**src/rtl/adder_arbiter.sv**
```systemverilog
// adder_arbiter: two requesters share one 32-bit adder through an IDLE/EXEC/RESP
// FSM. Priority alternates after every served operation so neither side starves.
// Optional feature: define ADDER_ARBITER_SUB_EN to add req0_sub/req1_sub inputs,
// which turn a request into a-b (computed as a + ~b + 1).
`timescale 1ns/1ps

module adder_32 (
    input  logic [31:0] a,
    input  logic [31:0] b,
    input  logic        cin,
    output logic [31:0] sum,
    output logic        cout
);
    // 33-bit add so the carry-out falls out as the top bit.
    always_comb begin
        {cout, sum} = {1'b0, a} + {1'b0, b} + {32'd0, cin};
    end
endmodule

module adder_arbiter #(
    parameter bit PRIO_INIT = 1'b0
) (
    input  logic        clk,
    input  logic        rst_n,
    input  logic        req0_valid,
    output logic        req0_ready,
    input  logic [31:0] req0_a,
    input  logic [31:0] req0_b,
    input  logic        req0_cin,
`ifdef ADDER_ARBITER_SUB_EN
    input  logic        req0_sub,
`endif
    input  logic        req1_valid,
    output logic        req1_ready,
    input  logic [31:0] req1_a,
    input  logic [31:0] req1_b,
    input  logic        req1_cin,
`ifdef ADDER_ARBITER_SUB_EN
    input  logic        req1_sub,
`endif
    output logic        resp_valid,
    input  logic        resp_ready,
    output logic        resp_id,
    output logic [31:0] resp_sum,
    output logic        resp_cout
);

    typedef enum logic [1:0] {StIdle, StExec, StResp} state_t;

    state_t      state_q, state_d;
    logic        prio_q, prio_d;
    // Holds off any grant until the first clock edge after reset release.
    logic        started_q;

    logic [31:0] op_a_q, op_b_q;
    logic        op_cin_q, op_id_q;
    logic [31:0] resp_sum_q;
    logic        resp_cout_q, resp_id_q;

    logic        grant;
    logic        can_grant;
    logic        accept;
    logic [31:0] sel_a, sel_b;
    logic        sel_cin, sel_sub;
    logic [31:0] add_sum;
    logic        add_cout;

    // Grant: sole valid requester wins, otherwise the one holding priority.
    always_comb begin
        grant = prio_q;
        if (req0_valid && !req1_valid) begin
            grant = 1'b0;
        end else if (req1_valid && !req0_valid) begin
            grant = 1'b1;
        end
    end

    assign can_grant  = started_q && (state_q == StIdle);
    assign req0_ready = can_grant && req0_valid && !grant;
    assign req1_ready = can_grant && req1_valid && grant;
    assign accept     = req0_ready || req1_ready;

    // Operand mux for the granted requester; subtraction folds into ~b with cin forced.
    always_comb begin
        sel_a   = grant ? req1_a   : req0_a;
        sel_b   = grant ? req1_b   : req0_b;
        sel_cin = grant ? req1_cin : req0_cin;
`ifdef ADDER_ARBITER_SUB_EN
        sel_sub = grant ? req1_sub : req0_sub;
`else
        sel_sub = 1'b0;
`endif
        if (sel_sub) begin
            sel_b   = ~sel_b;
            sel_cin = 1'b1;
        end
    end

    // The single shared adder only ever sees registered operands.
    adder_32 u_adder (
        .a    (op_a_q),
        .b    (op_b_q),
        .cin  (op_cin_q),
        .sum  (add_sum),
        .cout (add_cout)
    );

    // Next-state and priority update.
    always_comb begin
        state_d = state_q;
        prio_d  = prio_q;
        case (state_q)
            StIdle: begin
                if (accept) begin
                    state_d = StExec;
                end
            end
            StExec: begin
                state_d = StResp;
            end
            StResp: begin
                if (resp_ready) begin
                    state_d = StIdle;
                    prio_d  = ~resp_id_q;
                end
            end
            default: begin
                state_d = StIdle;
            end
        endcase
    end

    // State, priority and start-up gate registers.
    always_ff @(posedge clk or negedge rst_n) begin
        if (!rst_n) begin
            state_q   <= StIdle;
            prio_q    <= PRIO_INIT;
            started_q <= 1'b0;
        end else begin
            state_q   <= state_d;
            prio_q    <= prio_d;
            started_q <= 1'b1;
        end
    end

    // Capture operands, carry-in and requester id on the accept handshake.
    always_ff @(posedge clk or negedge rst_n) begin
        if (!rst_n) begin
            op_a_q   <= '0;
            op_b_q   <= '0;
            op_cin_q <= 1'b0;
            op_id_q  <= 1'b0;
        end else if (accept) begin
            op_a_q   <= sel_a;
            op_b_q   <= sel_b;
            op_cin_q <= sel_cin;
            op_id_q  <= grant;
        end
    end

    // Register the adder result at the end of EXEC; held stable through RESP.
    always_ff @(posedge clk or negedge rst_n) begin
        if (!rst_n) begin
            resp_sum_q  <= '0;
            resp_cout_q <= 1'b0;
            resp_id_q   <= 1'b0;
        end else if (state_q == StExec) begin
            resp_sum_q  <= add_sum;
            resp_cout_q <= add_cout;
            resp_id_q   <= op_id_q;
        end
    end

    assign resp_valid = (state_q == StResp);
    assign resp_sum   = resp_sum_q;
    assign resp_cout  = resp_cout_q;
    assign resp_id    = resp_id_q;

endmodule

```
**config.mk**
```make
export PLATFORM = sky130hd
export DESIGN_NAME = adder_arbiter
export DESIGN_NICKNAME = d
export VERILOG_FILES = /design/src/rtl/adder_arbiter.sv
export SDC_FILE = /design/constraint.sdc
export NUM_CORES = 1
export LEC_CHECK = 0
export ABC_AREA = 1
export CELL_PAD_IN_SITES_DETAIL_PLACEMENT = 0
export CELL_PAD_IN_SITES_GLOBAL_PLACEMENT = 1
export CORE_MARGIN = 2
export CORE_UTILIZATION = 38
export CTS_BUF_LIST = sky130_fd_sc_hd__clkbuf_4 sky130_fd_sc_hd__clkbuf_8 sky130_fd_sc_hd__clkbuf_16
export CTS_CLUSTER_DIAMETER = 80
export CTS_CLUSTER_SIZE = 14
export DETAILED_ROUTE_END_ITERATION = 7
export PLACE_DENSITY = 0.88
export SYNTH_ARGS = -nofsm -noshare
export SYNTH_HDL_FRONTEND = slang
export SYNTH_SLANG_ARGS = --single-unit
```
**constraint.sdc**
```tcl
create_clock -name clk -period 6.4 [get_ports clk]
set_clock_uncertainty 0.05 [all_clocks]
set_input_delay 1.28 -clock clk [delete_from_list [all_inputs] [get_ports clk]]
set_output_delay 1.28 -clock clk [all_outputs]
set_load 0.01 [all_outputs]
```
---- After elaboration in Yosys (flattened, before gate mapping) ----
Cells that the tools add are included.
storage, ports and cells
  flip-flop bits (word level) ............. 104
  bits of input ports ..................... 135
  output and inout port bits .............. 37
  word-level logic and storage cells ...... 39
operators by class
  add/sub/neg operators ................... 2
  eq/ne operators ......................... 4
  multiplexer cells ....................... 8
  bitwise logic cells ..................... 1
  reduce and logical (&&, ||, !) cells .... 14
operator list
  operator                                                count
  2-to-1 mux 32 bit                                       2
  adder 32 x 32 -> 33 bit                                 1
  adder 33 x 1 -> 33 bit                                  1
  logical AND 1 bit                                       7
  case mux 2 bit (3 select lines)                         1
  2-to-1 mux 2 bit                                        2
  AND reduction 2 bit                                     2
  zero test 1 bit                                         3
  2-to-1 mux 1 bit                                        3
  equality test 2 x 1 -> 1 bit (second input constant)    1
  equality test 2 bit (second input constant)             1
  zero test 2 bit                                         1
  inequality test 2 x 1 -> 1 bit (second input constant)  1
  inequality test 2 bit (second input constant)           1
  logical OR 1 bit                                        1
  NOT 1 bit                                               1

---- Depth between registers and ports, before layout ----
Gate-level depths: netlist of run 1.
  depth after elaboration ................. 9
  gate-level depth with buffers ........... 12
  gate-level depth less buffers ........... 12

---- Modules after synthesis ----
A second synthesis of run 1 with hierarchy kept.
second synthesis, totals
  cells, all modules ...................... 1105
  area, all modules ....................... 7363.3 sq um
by module, submodules not included
  module         times used  cells an instance  area an instance (sq um)  sequential area each (sq um)
  adder_arbiter  1           600                4969.8                    2602.5
  adder_32       1           505                2393.5                    0.0

---- Worst setup path before layout of run 1 ----
Ideal clock, no wire load.
  path type ............................... input to output
  from .................................... input port req1_valid
  to ...................................... output port req0_ready
  arrival ................................. 1629 ps
  data required time ...................... 5070 ps
  setup slack ............................. 3441 ps
  stages on the path ...................... 3
  buffers on the path ..................... 0
  path through ............................ nand2_1 -> nand2_2 -> nor2_1
between the ends
  longest elaborated chain between the ends .. 5
  elaborated cells between the ends (all ways) .. 7
  those cells by class .................... mux (2); reduce/logical (5)
ends and longest elaborated chain
  what                                                          line    RTL
  from (decl)                                                   33      input logic req1_valid,
  logical AND 1 bit / zero test 1 bit (equally long branches)   73, 71
  2-to-1 mux 1 bit / logical AND 1 bit (equally long branches)  73, 71
  2-to-1 mux 1 bit (*)                                          71      if (req0_valid && !req1_valid) begin
  zero test 1 bit (*)                                           79      assign req0_ready = can_grant && req0_valid && !grant;
  logical AND 1 bit (*)                                         79
  to (decl)                                                     26      output logic req0_ready,
Mark *: on every way between the ends. The rest lies on a longest branch, timed or not.

---- Worst setup path after layout of run 1 ----
  from .................................... input port req1_valid
  to ...................................... output port req1_ready
between the ends
  longest elaborated chain between the ends .. 4
  elaborated cells between the ends (all ways) .. 7
  those cells by class .................... mux (2); reduce/logical (5)
ends and longest elaborated chain
  what                                                          line    RTL
  logical AND 1 bit / zero test 1 bit (equally long branches)   73, 71
  2-to-1 mux 1 bit / logical AND 1 bit (equally long branches)  73, 71
  2-to-1 mux 1 bit                                              71
  logical AND 1 bit (*)                                         80      assign req1_ready = can_grant && req1_valid && grant;
  to (decl)                                                     34      output logic req1_ready,
Marked as above.

==> flow_summary.toml, run 1 <==
[yosys]
synth_compound_area_frac = 0.1250
syn_inst = 1081
synth_simple_gate_area_frac = 0.3172
ys_types = 30
synth_area_sq_um = 7088
synthMuxAreaShare = 0
yosys.area_share.xor_xnor = 0.003707
syn_avg_cell_area_sq_um = 6.557
ys_seq_area_frac = 0.3672
yosys_warnings = 0
syn-num-nets = 1249
synth.ff_latch_count = 104
synth_top_family_by_area = "simple AND/OR/NAND/NOR gates"
synthAdderAreaFrac = 0.06037

[timing]
slew_viol_final = 0
rsz0062_at_grt = "false"
slew_headroom = 0.5057
layout_min_cycle_time_ns = 4.029
finalSetupViolations = 0
period_share = 0.6295
hold_violations = 0
max_freq_mhz = 248.2
fin_ws_ns = 2.371
setup_tns_ns = 0
worst_pin_slew_ns = 0.7415
hold_slack_ns = 0.4295

[cells_and_area]
regArea_sq_um = 2603
final_area_sq_um = 9225
finalNetCount = 1403
n_antenna_cell = 0
syn_to_final_growth_pct = 30.15
multi_input_area_sq_um = 3602
final_core_util = 0.5083
fillCellCount = 1904
drive_gt1_frac = 0.03790

[route]
ant_nets = 0
drc = 0
drt_iter0_drc = 331
finalWirelength_um = 18450
via_count = 6793
via_per_inst = 4.624
wl_per_cell_um = 12.56
dr.pass1.iters = 5

[clock_tree]
cts_made_buffers = 9
clk_latency_ns = 0.35
cts_tree = "yes"
cts_sinks = 104
htree_num_levels = 3
clk_pin_slew_ns = 0.06
post_cts_buffers = 0
cts_resized = 0
clockBufferDepth = 2
cts-root-buf = "clkbuf_16"
ctsHoldBuffers = 0

[worst_setup_path]
critPathKind = "in2out"
start_kind = "input port"
cp.arrival_ns = 2.70
cp_max_fo = 4
end_kind = "primary output"
crit_required_ns = 5.07

[placed_design]
place_congestion = 0.9334
numPortBuffers = 171
place_worst_setup_slack_ns = 2.366
postPlaceCellArea_sq_um = 8932
hpwl_um = 14980

[status]
status = "completed"

[floorplan]
die_x_um = 140.6
rows = 49
initial_core_util = 0.3906
io_pins = 172
fp.dieH_um = 140.6
core_region_area_sq_um = 18150
die_area_sq_um = 19760

[power]
ir_worst_vdd_v = 0.0001763
power.leakage_nw = 4.710
power_density_nw_per_um2 = 524.8

[grt]
grtUsageTotal = 0.1930
grt_max_degree = 85
grt_pass1_wl_um = 30560
antenna_found_initial = 0
grt_pass1_vias = 6184
grt.overflow.total = 0

[worst_hold_path]
hp-class = "reg2reg"

[run]
maxCapViolCount = 0
## registers in the layout, indices dropped and copies added (netlist names)
| name | flops |
|---|---|
| op_a_q | 32 |
| prio_q | 1 |
| resp_cout | 1 |
| state_q | 2 |
| op_cin_q | 1 |
| op_b_q | 32 |
| op_id_q | 1 |
| resp_sum | 32 |
| resp_id | 1 |
| started_q | 1 |
## cells by family (layout without fill, tap and decap cells)
| group | after synthesis | in the layout |
|---|---|---|
| xor gates and xnor gates | 3 | 3 |
| adders and majority gates | 33 | 33 |
| DFF | 104 | 104 |
| other | 1 | 1 |
| and+or+nand+nor | 552 | 552 |
| AOI/OAI and AO/OA | 172 | 172 |
| buffers and inverters | 216 | 375 |
## area by class of cell
cell class,count,area share
flip-flops and latches,104,0.2821
repair buffers,178,0.1910
clock inverters,6,0.006510
inverters,181,0.07365
clock buffers,10,0.02523
multi-input cells,761,0.3905
well taps,229,0.03106
## Yosys cell counts, drive strengths merged
| master | n | area share |
|---|---|---|
| a21o | 1 | 0.0011 |
| a21oi | 90 | 0.065 |
| buf | 24 | 0.024 |
| clkbuf | 11 | 0.0058 |
| conb | 1 | 0.00053 |
| dfrtp | 104 | 0.37 |
| fa | 2 | 0.0056 |
| ha | 31 | 0.055 |
| inv | 181 | 0.096 |
| nand2 | 359 | 0.19 |
| nand3 | 55 | 0.042 |
| nand3b | 4 | 0.0042 |
| nand4 | 4 | 0.0035 |
| nor2 | 115 | 0.063 |
| nor3 | 6 | 0.0042 |
| nor4 | 1 | 0.00088 |
| o21ai | 78 | 0.056 |
| o21bai | 3 | 0.0032 |
| or2 | 8 | 0.0071 |
| xnor2 | 3 | 0.0037 |
## power breakdown
group	internal [mW]	switching [mW]
clock	0.306	0.243
sequential	0.978	0.204
combinational	1.20	1.91
## per-layer routing
metal  vias to the layer above  track usage  routed length [um]
met5                         -            0                   0
met4                         0      0.05316                 229
met3                        12      0.02853                 850
met2                       160       0.2900                7841
met1                      2975       0.2903                9532
li1                       3646            -                   -
## critical path, stage by stage
cell and delay (ns):
clkdlybuf4s50_1 0.55, nand2_1 0.09, nand2_2 0.13, nand2_1 0.08, inv_1 0.05, clkdlybuf4s50_1 0.52
## cells in the final DEF (no fill, tap or decap), types with 3 or more instances in the layout
cell             netlist  final
nand2_2                7      7
o21bai_1               3      3
ha_1                  31     31
clkbuf_16              0      9
clkinv_2               0      3
buf_4                  1      8
nand3_2                4      4
xnor2_1                3      3
nand4_1                4      4
nor2_1               111    110
nand2_1              352    352
clkdlybuf4s50_1        0    170
nor3_1                 6      6
nand3_1               51     51
dfrtp_1              104    104
nand3b_1               4      4
or2_1                  3      3
o21ai_0               40     40
or2_2                  5      5
a21oi_1               89     89
o21ai_1               37     37
nor2_2                 3      4
inv_1                181    181
## worst paths after layout
path,from,to,slack [ns],cells after the start
min in group asynchronous,rst_n,op_b_q[3],0.90,1
min,resp_sum[29],resp_sum[29],0.43,2
max,req1_valid,req1_ready,2.37,6
min reg2reg,resp_sum[29],resp_sum[29],0.43,2
max reg2reg,op_a_q[0],resp_cout,3.82,10
max in group asynchronous,rst_n,resp_sum[22],4.33,2
## per-stage QoR
| step | power (mW) | cells |
|---|---|---|
| 5_1_grt | 5.371 | 1469 |
| 3_3_place_gp | 4.265 | 1453 |
| 6_report | 4.841 | 1469 |
| 2_1_floorplan | 3.336 | 1081 |
| 4_1_cts | 4.867 | 1469 |
| 3_5_place_dp | 4.303 | 1453 |
Note: power is estimated with default switching activity, not from simulation.
==> run 2: changes to the inputs <==
--- a/config.mk
+++ b/config.mk
@@ -9,12 +9,12 @@
 export CELL_PAD_IN_SITES_DETAIL_PLACEMENT = 0
 export CELL_PAD_IN_SITES_GLOBAL_PLACEMENT = 1
 export CORE_MARGIN = 2
-export CORE_UTILIZATION = 38
+export CORE_UTILIZATION = 32
 export CTS_BUF_LIST = sky130_fd_sc_hd__clkbuf_4 sky130_fd_sc_hd__clkbuf_8 sky130_fd_sc_hd__clkbuf_16
 export CTS_CLUSTER_DIAMETER = 80
 export CTS_CLUSTER_SIZE = 14
 export DETAILED_ROUTE_END_ITERATION = 7
-export PLACE_DENSITY = 0.88
+export PLACE_DENSITY = 0.79
 export SYNTH_ARGS = -nofsm -noshare
 export SYNTH_HDL_FRONTEND = slang
 export SYNTH_SLANG_ARGS = --single-unit
==> constraint.sdc (replaced) <==
create_clock -name clk -period 3.7 [get_ports clk]
set_clock_uncertainty 0.05 [all_clocks]
set_input_delay 0.74 -clock clk [delete_from_list [all_inputs] [get_ports clk]]
set_output_delay 0.74 -clock clk [all_outputs]
set_load 0.01 [all_outputs]
==> run 2 against run 1 <==
Hold slack got worse by 0.080 ns. Critical path type unchanged. Combinational power increased by 75%. Utilization decreased by 7.8 points. Via count decreased by 0.59%. Final area increased by 1.6%. Global-route usage decreased by 2.3 points. Sequential power increased by 74%. Register-to-register slack got worse by 2.6 ns. Critical path depth unchanged. Total power increased by 75%.
==> flow_summary.toml, run 2 (synthesis gave the netlist of run 1 again) <==
[status]
status = "completed"

[grt]
grt.overflow.total = 0
grtUsageTotal = 0.1700
antenna_found_initial = 1
grt_pass1_vias = 6495
grt_max_degree = 131
grt_pass1_wl_um = 32130

[cells_and_area]
regArea_sq_um = 2603
n_antenna_cell = 0
finalNonFillerCells = 1522
final_area_sq_um = 9371
final_cell_mix = "nand2_1, inv_1, clkdlybuf4s50_1"
multi_input_area_sq_um = 3602
finalNetCount = 1405
drive_gt1_frac = 0.03945
syn_to_final_growth_pct = 32.22
final_core_util = 0.4308
fillCellCount = 2355
final_common_cell = "nand2_1"

[timing]
setup_tns_ns = 0
finalSetupViolations = 0
slew_viol_final = 0
rsz0062_at_grt = "false"
layout_min_cycle_time_ns = 2.954
max_freq_mhz = 338.6
period_share = 0.7983
hold_violations = 0
fin_ws_ns = 0.7463
hold_slack_ns = 0.3496
worst_pin_slew_ns = 0.7940
slew_headroom = 0.4701

[placed_design]
place_congestion = 0.8983
place_worst_setup_slack_ns = 0.7456
hpwl_um = 15630
postPlaceCellArea_sq_um = 9061
placed_cells = 1506
numPortBuffers = 171

[floorplan]
initial_core_util = 0.3258
core_region_area_sq_um = 21760
io_pins = 172
rows = 54
fp.dieH_um = 152.8
die_x_um = 152.8
die_area_sq_um = 23360

[power]
power_frac_clock = 0.120
power.leakage_nw = 4.748
p_int_mw = 4.341
total_power_mw = 8.496
power_density_nw_per_um2 = 906.6
p_comb_frac = 0.639
switching_share = 0.4891
power_frac_seq = 0.241
p_switching_mw = 4.155
ir_worst_vdd_v = 0.0002779

[worst_setup_path]
crit_chain = "clkdlybuf4s50_1, nand2_1, nand2_2, nand2_1, inv_1, clkdlybuf4s50_1"
critPathKind = "in2out"
cp.arrival_ns = 2.16
start_kind = "input port"
cpPeakStageDelay_ns = 0.55
cp_max_fo = 4
crit_slowest_cell = "clkdlybuf4s50_1"
critPathLaunch = "req1_valid"
crit_required_ns = 2.91
r2r_start = "op_a_q[0]"
end_kind = "primary output"

[run]
maxCapViolCount = 0

[clock_tree]
cts-root-buf = "clkbuf_16"
post_cts_buffers = 0
cts_resized = 0
clockBufferDepth = 2
clk_latency_ns = 0.36
ctsHoldBuffers = 0
clk_pin_slew_ns = 0.07
htree_num_levels = 3
cts_sinks = 104
cts_made_buffers = 9
cts_tree = "yes"

[route]
via_per_inst = 4.437
ant_nets = 0
finalWirelength_um = 19250
drc = 0
via_count = 6753
wl_per_cell_um = 12.65
drt_iter0_drc = 369
dr.pass1.iters = 5

[worst_hold_path]
hp-class = "in2async"
run 2: changes by cell type in the layout (fill, tap and decap cells not counted), sizes merged:
cell	delta
clkinvlp	-2
buf	+2
inv	+4
clkbuf	-1
clkinv	-1
run 2: worst paths after layout:
path | to | slack [ns] | cells past startpoint
worst min register to register | resp_sum[27] | 0.43 | 2
min in group clk | resp_sum[27] | 0.43 | 2
max in group asynchronous | resp_sum[18] | 2.51 | 2
worst max-delay path | req1_ready | 0.75 | 6
worst max register to register | resp_cout | 1.18 | 10
worst min-delay path | op_b_q[6] | 0.35 | 1
run 2: final cells by class:
class	count	share of cell area
Multi-Input combinational cell	761	0.3844
Sequential cell	104	0.2777
Timing Repair Buffer	180	0.1949
Inverter	181	0.07250
Tap cell	280	0.03738
Clock buffer	9	0.02403
Clock inverter	7	0.009079
run 2: metal layers:
| metal | part of all wire | wire [um] | track usage | vias to the layer above |
|---|---|---|---|---|
| li1 | - | - | - | 3655 |
| met1 | 0.53 | 10170 | 0.2550 | 2918 |
| met2 | 0.41 | 7817 | 0.2505 | 163 |
| met3 | 0.050 | 971 | 0.02835 | 17 |
| met4 | 0.015 | 290 | 0.05071 | 0 |
| met5 | 0 | 0 | 0 | - |
run 2: power groups by stage:
stage                     logic, mW  registers [mW]  clock network, mW
after global routing           6.27            2.13               1.09
after global placement         5.38            2.07                  0
after CTS                      5.47            2.06               1.04
final                          5.43            2.05               1.02
after floorplan                3.72            2.05                  0
after detailed placement       5.44            2.08                  0
run 2: worst max-delay path: cells and delay by family:
family / cells / cell delay (ns)
buf+inv: 3 / 1.12
simple gates: 3 / 0.30
